==> src/rtl/mult_result_display.sv <==
// Captures the 8-bit multiplier product, converts it to BCD with a sequential double-dabble
// FSM, and scans it onto a 4-digit common-anode display. Optional macro: LEADING_ZERO_BLANK_EN.
module mult_result_display #(
  parameter int unsigned REFRESH_BITS = 16
) (
  input  logic        clk,
  input  logic        rst,
  input  logic [7:0]  resu,
  input  logic        cargar,
  output logic        ocupado,
  output logic        listo,
  output logic [11:0] bcd,
  output logic [6:0]  seg,
  output logic [3:0]  an,
  output logic        dp
);

  typedef enum logic [1:0] {IDLE, SHIFT, DONE} state_t;

  state_t                  state_q, state_d;
  logic [7:0]              sr_q, sr_d;
  logic [11:0]             scratch_q, scratch_d;
  logic [3:0]              cnt_q, cnt_d;
  logic [11:0]             bcd_q, bcd_d;
  logic                    listo_q, listo_d;
  logic [REFRESH_BITS-1:0] refresh_q, refresh_d;
  logic [1:0]              idx_q, idx_d;

  logic [11:0] adj;
  logic [3:0]  digit;
  logic        blank;

  always_ff @(posedge clk) begin
    if (rst) begin
      state_q   <= IDLE;
      sr_q      <= '0;
      scratch_q <= '0;
      cnt_q     <= '0;
      bcd_q     <= '0;
      listo_q   <= 1'b0;
      refresh_q <= '0;
      idx_q     <= '0;
    end else begin
      state_q   <= state_d;
      sr_q      <= sr_d;
      scratch_q <= scratch_d;
      cnt_q     <= cnt_d;
      bcd_q     <= bcd_d;
      listo_q   <= listo_d;
      refresh_q <= refresh_d;
      idx_q     <= idx_d;
    end
  end

  // Add-3 correction applied to each scratch nibble before the shift
  always_comb begin
    adj = scratch_q;
    for (int unsigned i = 0; i < 3; i++) begin
      if (scratch_q[4*i +: 4] >= 4'd5)
        adj[4*i +: 4] = scratch_q[4*i +: 4] + 4'd3;
    end
  end

  always_comb begin
    state_d   = state_q;
    sr_d      = sr_q;
    scratch_d = scratch_q;
    cnt_d     = cnt_q;
    bcd_d     = bcd_q;
    listo_d   = 1'b0;
    case (state_q)
      IDLE: begin
        if (cargar) begin
          sr_d      = resu;
          scratch_d = '0;
          cnt_d     = '0;
          state_d   = SHIFT;
        end
      end
      SHIFT: begin
        {scratch_d, sr_d} = {adj[10:0], sr_q, 1'b0};
        cnt_d = cnt_q + 4'd1;
        if (cnt_q == 4'd7)
          state_d = DONE;
      end
      DONE: begin
        bcd_d   = scratch_q;
        listo_d = 1'b1;
        state_d = IDLE;
      end
      default: state_d = IDLE;
    endcase
  end

  // Scan index steps on the edge after the refresh counter reaches all-ones
  always_comb begin
    refresh_d = refresh_q + REFRESH_BITS'(1);
    idx_d     = idx_q;
    if (refresh_q == '1)
      idx_d = idx_q + 2'd1;
  end

  always_comb begin
    digit = 4'hF;
    blank = 1'b0;
    case (idx_q)
      2'd0: digit = bcd_q[3:0];
      2'd1: begin
        digit = bcd_q[7:4];
`ifdef LEADING_ZERO_BLANK_EN
        blank = (bcd_q[11:8] == 4'd0) && (bcd_q[7:4] == 4'd0);
`endif
      end
      2'd2: begin
        digit = bcd_q[11:8];
`ifdef LEADING_ZERO_BLANK_EN
        blank = (bcd_q[11:8] == 4'd0);
`endif
      end
      default: blank = 1'b1;
    endcase
  end

  always_comb begin
    seg = 7'b1111111;
    if (!blank) begin
      case (digit)
        4'd0: seg = 7'b0000001;
        4'd1: seg = 7'b1001111;
        4'd2: seg = 7'b0010010;
        4'd3: seg = 7'b0000110;
        4'd4: seg = 7'b1001100;
        4'd5: seg = 7'b0100100;
        4'd6: seg = 7'b0100000;
        4'd7: seg = 7'b0001111;
        4'd8: seg = 7'b0000000;
        4'd9: seg = 7'b0000100;
        default: seg = 7'b1111111;
      endcase
    end
  end

  assign an      = ~(4'b0001 << idx_q);
  assign dp      = 1'b1;
  assign ocupado = (state_q != IDLE);
  assign listo   = listo_q;
  assign bcd     = bcd_q;

endmodule

==> config.mk <==
export PLATFORM = sky130hd
export DESIGN_NAME = mult_result_display
export DESIGN_NICKNAME = d
export VERILOG_FILES = /design/src/rtl/mult_result_display.sv
export SDC_FILE = /design/constraint.sdc
export NUM_CORES = 1
export LEC_CHECK = 0
export BUFFER_PORTS_ARGS = -buffer_cell sky130_fd_sc_hd__clkbuf_2
export CORE_AREA = 2 2 72 74
export DETAILED_ROUTE_END_ITERATION = 6
export DIE_AREA = 0 0 74 76
export PLACE_DENSITY = 0.81
export RECOVER_POWER = 100
export SYNTH_ARGS = -nofsm -noshare
export SYNTH_HDL_FRONTEND = slang
export SYNTH_SLANG_ARGS = --single-unit
==> constraint.sdc <==
create_clock -name clk -period 4.8 [get_ports clk]
set_clock_uncertainty 0.1 [all_clocks]
set_input_delay 0.96 -clock clk [delete_from_list [all_inputs] [get_ports clk]]
set_output_delay 0.96 -clock clk [all_outputs]
set_load 0.05 [all_outputs]
==> flow_summary.toml <==
[outcome]
status = "finished with violations"
violations = "max-capacitance violations, max-slew violations"

[global_route]
grt_usage_pct = 22.0
antenna_found_initial = 0
grt.overflow.total = 0
grt_max_degree = 53
grt_pass1_vias = 2294
grt_pass1_wl_mm = 9.77

[placed_design]
hpwl_mm = 3.89
dp.cells = 436
pre_cts_slack_ns = 1.30
port_buffers = 35
gp_congestion = 0.747

[worst_setup_path]
worstSetupPathType = "reg -> out"
cp_common_cell = "ha_1"
cp-end-kind = "primary output"
r2r.worst_path.cells = 4
path_cells = "inv_1, ha_1, a22o_1, a211oi_1, ha_1, nand2b_1, a21oi_1, clkbuf_1"
crit_family = "compound AO/OA/AOI/OAI gates"
slowest_delay_ns = 0.50
crit_fanout = 6
crit_path_start_kind = "flop"
critPathSlowestCell = "a211oi_1"
critical_path_depth = 8
critPathArrivalTime_ns = 2.98
required_ns = 3.74
critPathBufInv = 2

[die]
fp.coreArea_mm2 = 0.00491
initial_core_util_pct = 58.1
die_width_um = 74
die-area_mm2 = 0.00562
io_pins = 37
die_y_um = 76
num_rows = 26

[sta]
setup_viol = 0
grt_setup_unrepaired = "no"
hold_ws_ns = 0.367
max_slew_margin_pct = -46.1
worst_slew_pin_slew_ns = 2.19
max_freq_ghz = 0.248
setup_ws_ns = 0.764
drv_slew = 53
hold_violations = 0
fin_tns_setup_ns = 0
min_period_over_period_pct = 84.1
fin_crit_ns = 4.04

[pwr]
p_leak_nw = 1.28
power.density_mw_per_mm2 = 316
vdd_drop_max_uv = 252

[routing]
drc = 0
drt_first_pass_iters = 4
drtAntennaViolNets = 0
vias = 2452
vias_per_cell = 5.42
wirelength_mm = 5.72
drtIter0Drc = 139
wl_per_cell_um = 12.7

[hold_path]
hold_depth = 1
min_path_type = "reg -> reg"

[cts]
clkTransAtPathRegs_ns = 0.07
cts_tree = "done"
cts_root_buffer = "clkbuf_8"
insertion_delay_ns = 0.34
cts_hold_buf = 0
clock_path_buffers = 2
htreeDepth = 3
numCtsBuffers = 9
post_cts_buffers = 0
ctsResizeCount = 0
clock-sinks = 57

[final_layout]
nFillCells = 425
fin_nets = 406
final_util_pct = 65.7
syn2layout_area_growth_pct = 13.1
multi_input_area_mm2 = 0.00158
diodes = 0
seqCellArea_mm2 = 0.00114
finalNonFillerCells = 452
layout-drive-gt1-share_pct = 8.90

[synth]
ys_warn_count = 0
synthFlopType = "dfxtp_1"
synth_area_mm2 = 0.00286
synth_top_family_by_area = "simple AND/OR/NAND/NOR gates"
synth-edff-count = 0
synth_compound_area_share_pct = 15.0
synth_xor_area_share_pct = 4.91
syn_nets = 376
synthAdderAreaFrac_pct = 7.89
ys_seq_area_share_pct = 40.0
synth-simple-area-share_pct = 24.1
ys_ff_latch = 57
synth_async_sr_flop_share_pct = 0
syn-instance-count = 347
syn_area_per_cell_um2 = 8.23
muxShareOfSynthArea_pct = 3.20
ys_types = 40

[job]
maxCapViolations = 1
==> synth_stat cells, drive strengths merged (2+ instances only) <==
library cell  instances  area (um2)
dfxtp                57        1140
xnor2                 4        35.0
o21ai                10        50.1
clkbuf               13        48.8
nand3                11        55.1
or3                   6        38.8
nand2b                6        37.5
or2                   2        12.5
a22oi                 4        30.0
nor2b                 9        56.3
a211oi                2        27.5
inv                  17        63.8
a21oi                42         210
nand2                35         131
nor3                 11        55.1
buf                   4        22.5
xor2                 12         105
and4                  3        28.8
nor2                 46         173
mux2i                 8        80.1
and4b                 2        20.0
nand4                 6        52.6
a22o                  8        70.1
and2                  2        13.8
ha                   18         225
==> per-layer routing <==
metal	share of wire, %	global-route usage, %	vias up
met5	0	0	-
met4	2.8	11.5	0
met3	4.6	5.56	13
met2	45	35.1	62
met1	47	26.8	1134
li1	-	-	1243
==> cells by family (layout without fill, tap and decap cells) <==
logic type | Yosys count | count (layout)
AND/OR/NAND/NOR | 141 | 141
AO/OA/AOI/OAI | 71 | 71
flip-flops | 57 | 57
buffers and inverters | 34 | 69
adder cells (fa/ha/maj) | 18 | 18
XOR/XNOR | 16 | 16
multiplexers | 9 | 9
other | 1 | 1
==> through the flow <==
stage               cell area, um2  power (W)
finish                        3230    0.00102
global route                  3230    0.00106
CTS                           3260    0.00103
detailed placement            3050   0.000554
global placement              3050   0.000552
floorplan                     2860   0.000542
==> power by group <==
| group | leakage (nW) | internal, W | switching, W |
|---|---|---|---|
| Combinational | 0.710 | 0.0000190 | 0.0000326 |
| Clock | 0.106 | 0.000289 | 0.000189 |
| Sequential | 0.462 | 0.000483 | 0.00000919 |
==> area by class of cell <==
cell class	instances	area share [%]
multi-input cells	256	48.9
flip-flops and latches	57	35.3
repair buffers	36	4.57
clock buffers	10	3.95
well taps	70	2.71
clock inverters	6	2.56
inverters	17	1.98
==> cells in the final DEF, fill, tap and decap left out, drive strengths merged, types with 3 or more instances in the layout <==
cell type  count
ha            18
and4           3
xor2          12
o21ai         10
nand4          6
nor3          11
dfxtp         57
nor2b          9
xnor2          4
a22oi          4
a21oi         42
a22o           8
clkbuf        46
or3            6
clkinv         3
mux2i          8
nand2         35
nor2          46
inv           17
nand3         11
nand2b         6
==> worst paths after layout <==
| kind | start | end | slack (ns) |
|---|---|---|---|
| setup / recovery | idx_q[0] | seg[5] | 0.76 |
| hold / removal | refresh_q[0] | refresh_q[0] | 0.37 |
| setup reg to reg | state_q[0] | scratch_q[6] | 2.78 |
| hold reg to reg | refresh_q[0] | refresh_q[0] | 0.37 |
==> sequential cells by signal, summed over array words and instances, names as in the netlist <==
signal	flops
refresh_q	16
scratch_q	12
idx_q	2
sr_q	8
listo	1
bcd	12
state_q	2
cnt_q	4
No activity file was read; power rests on OpenSTA's default activity.
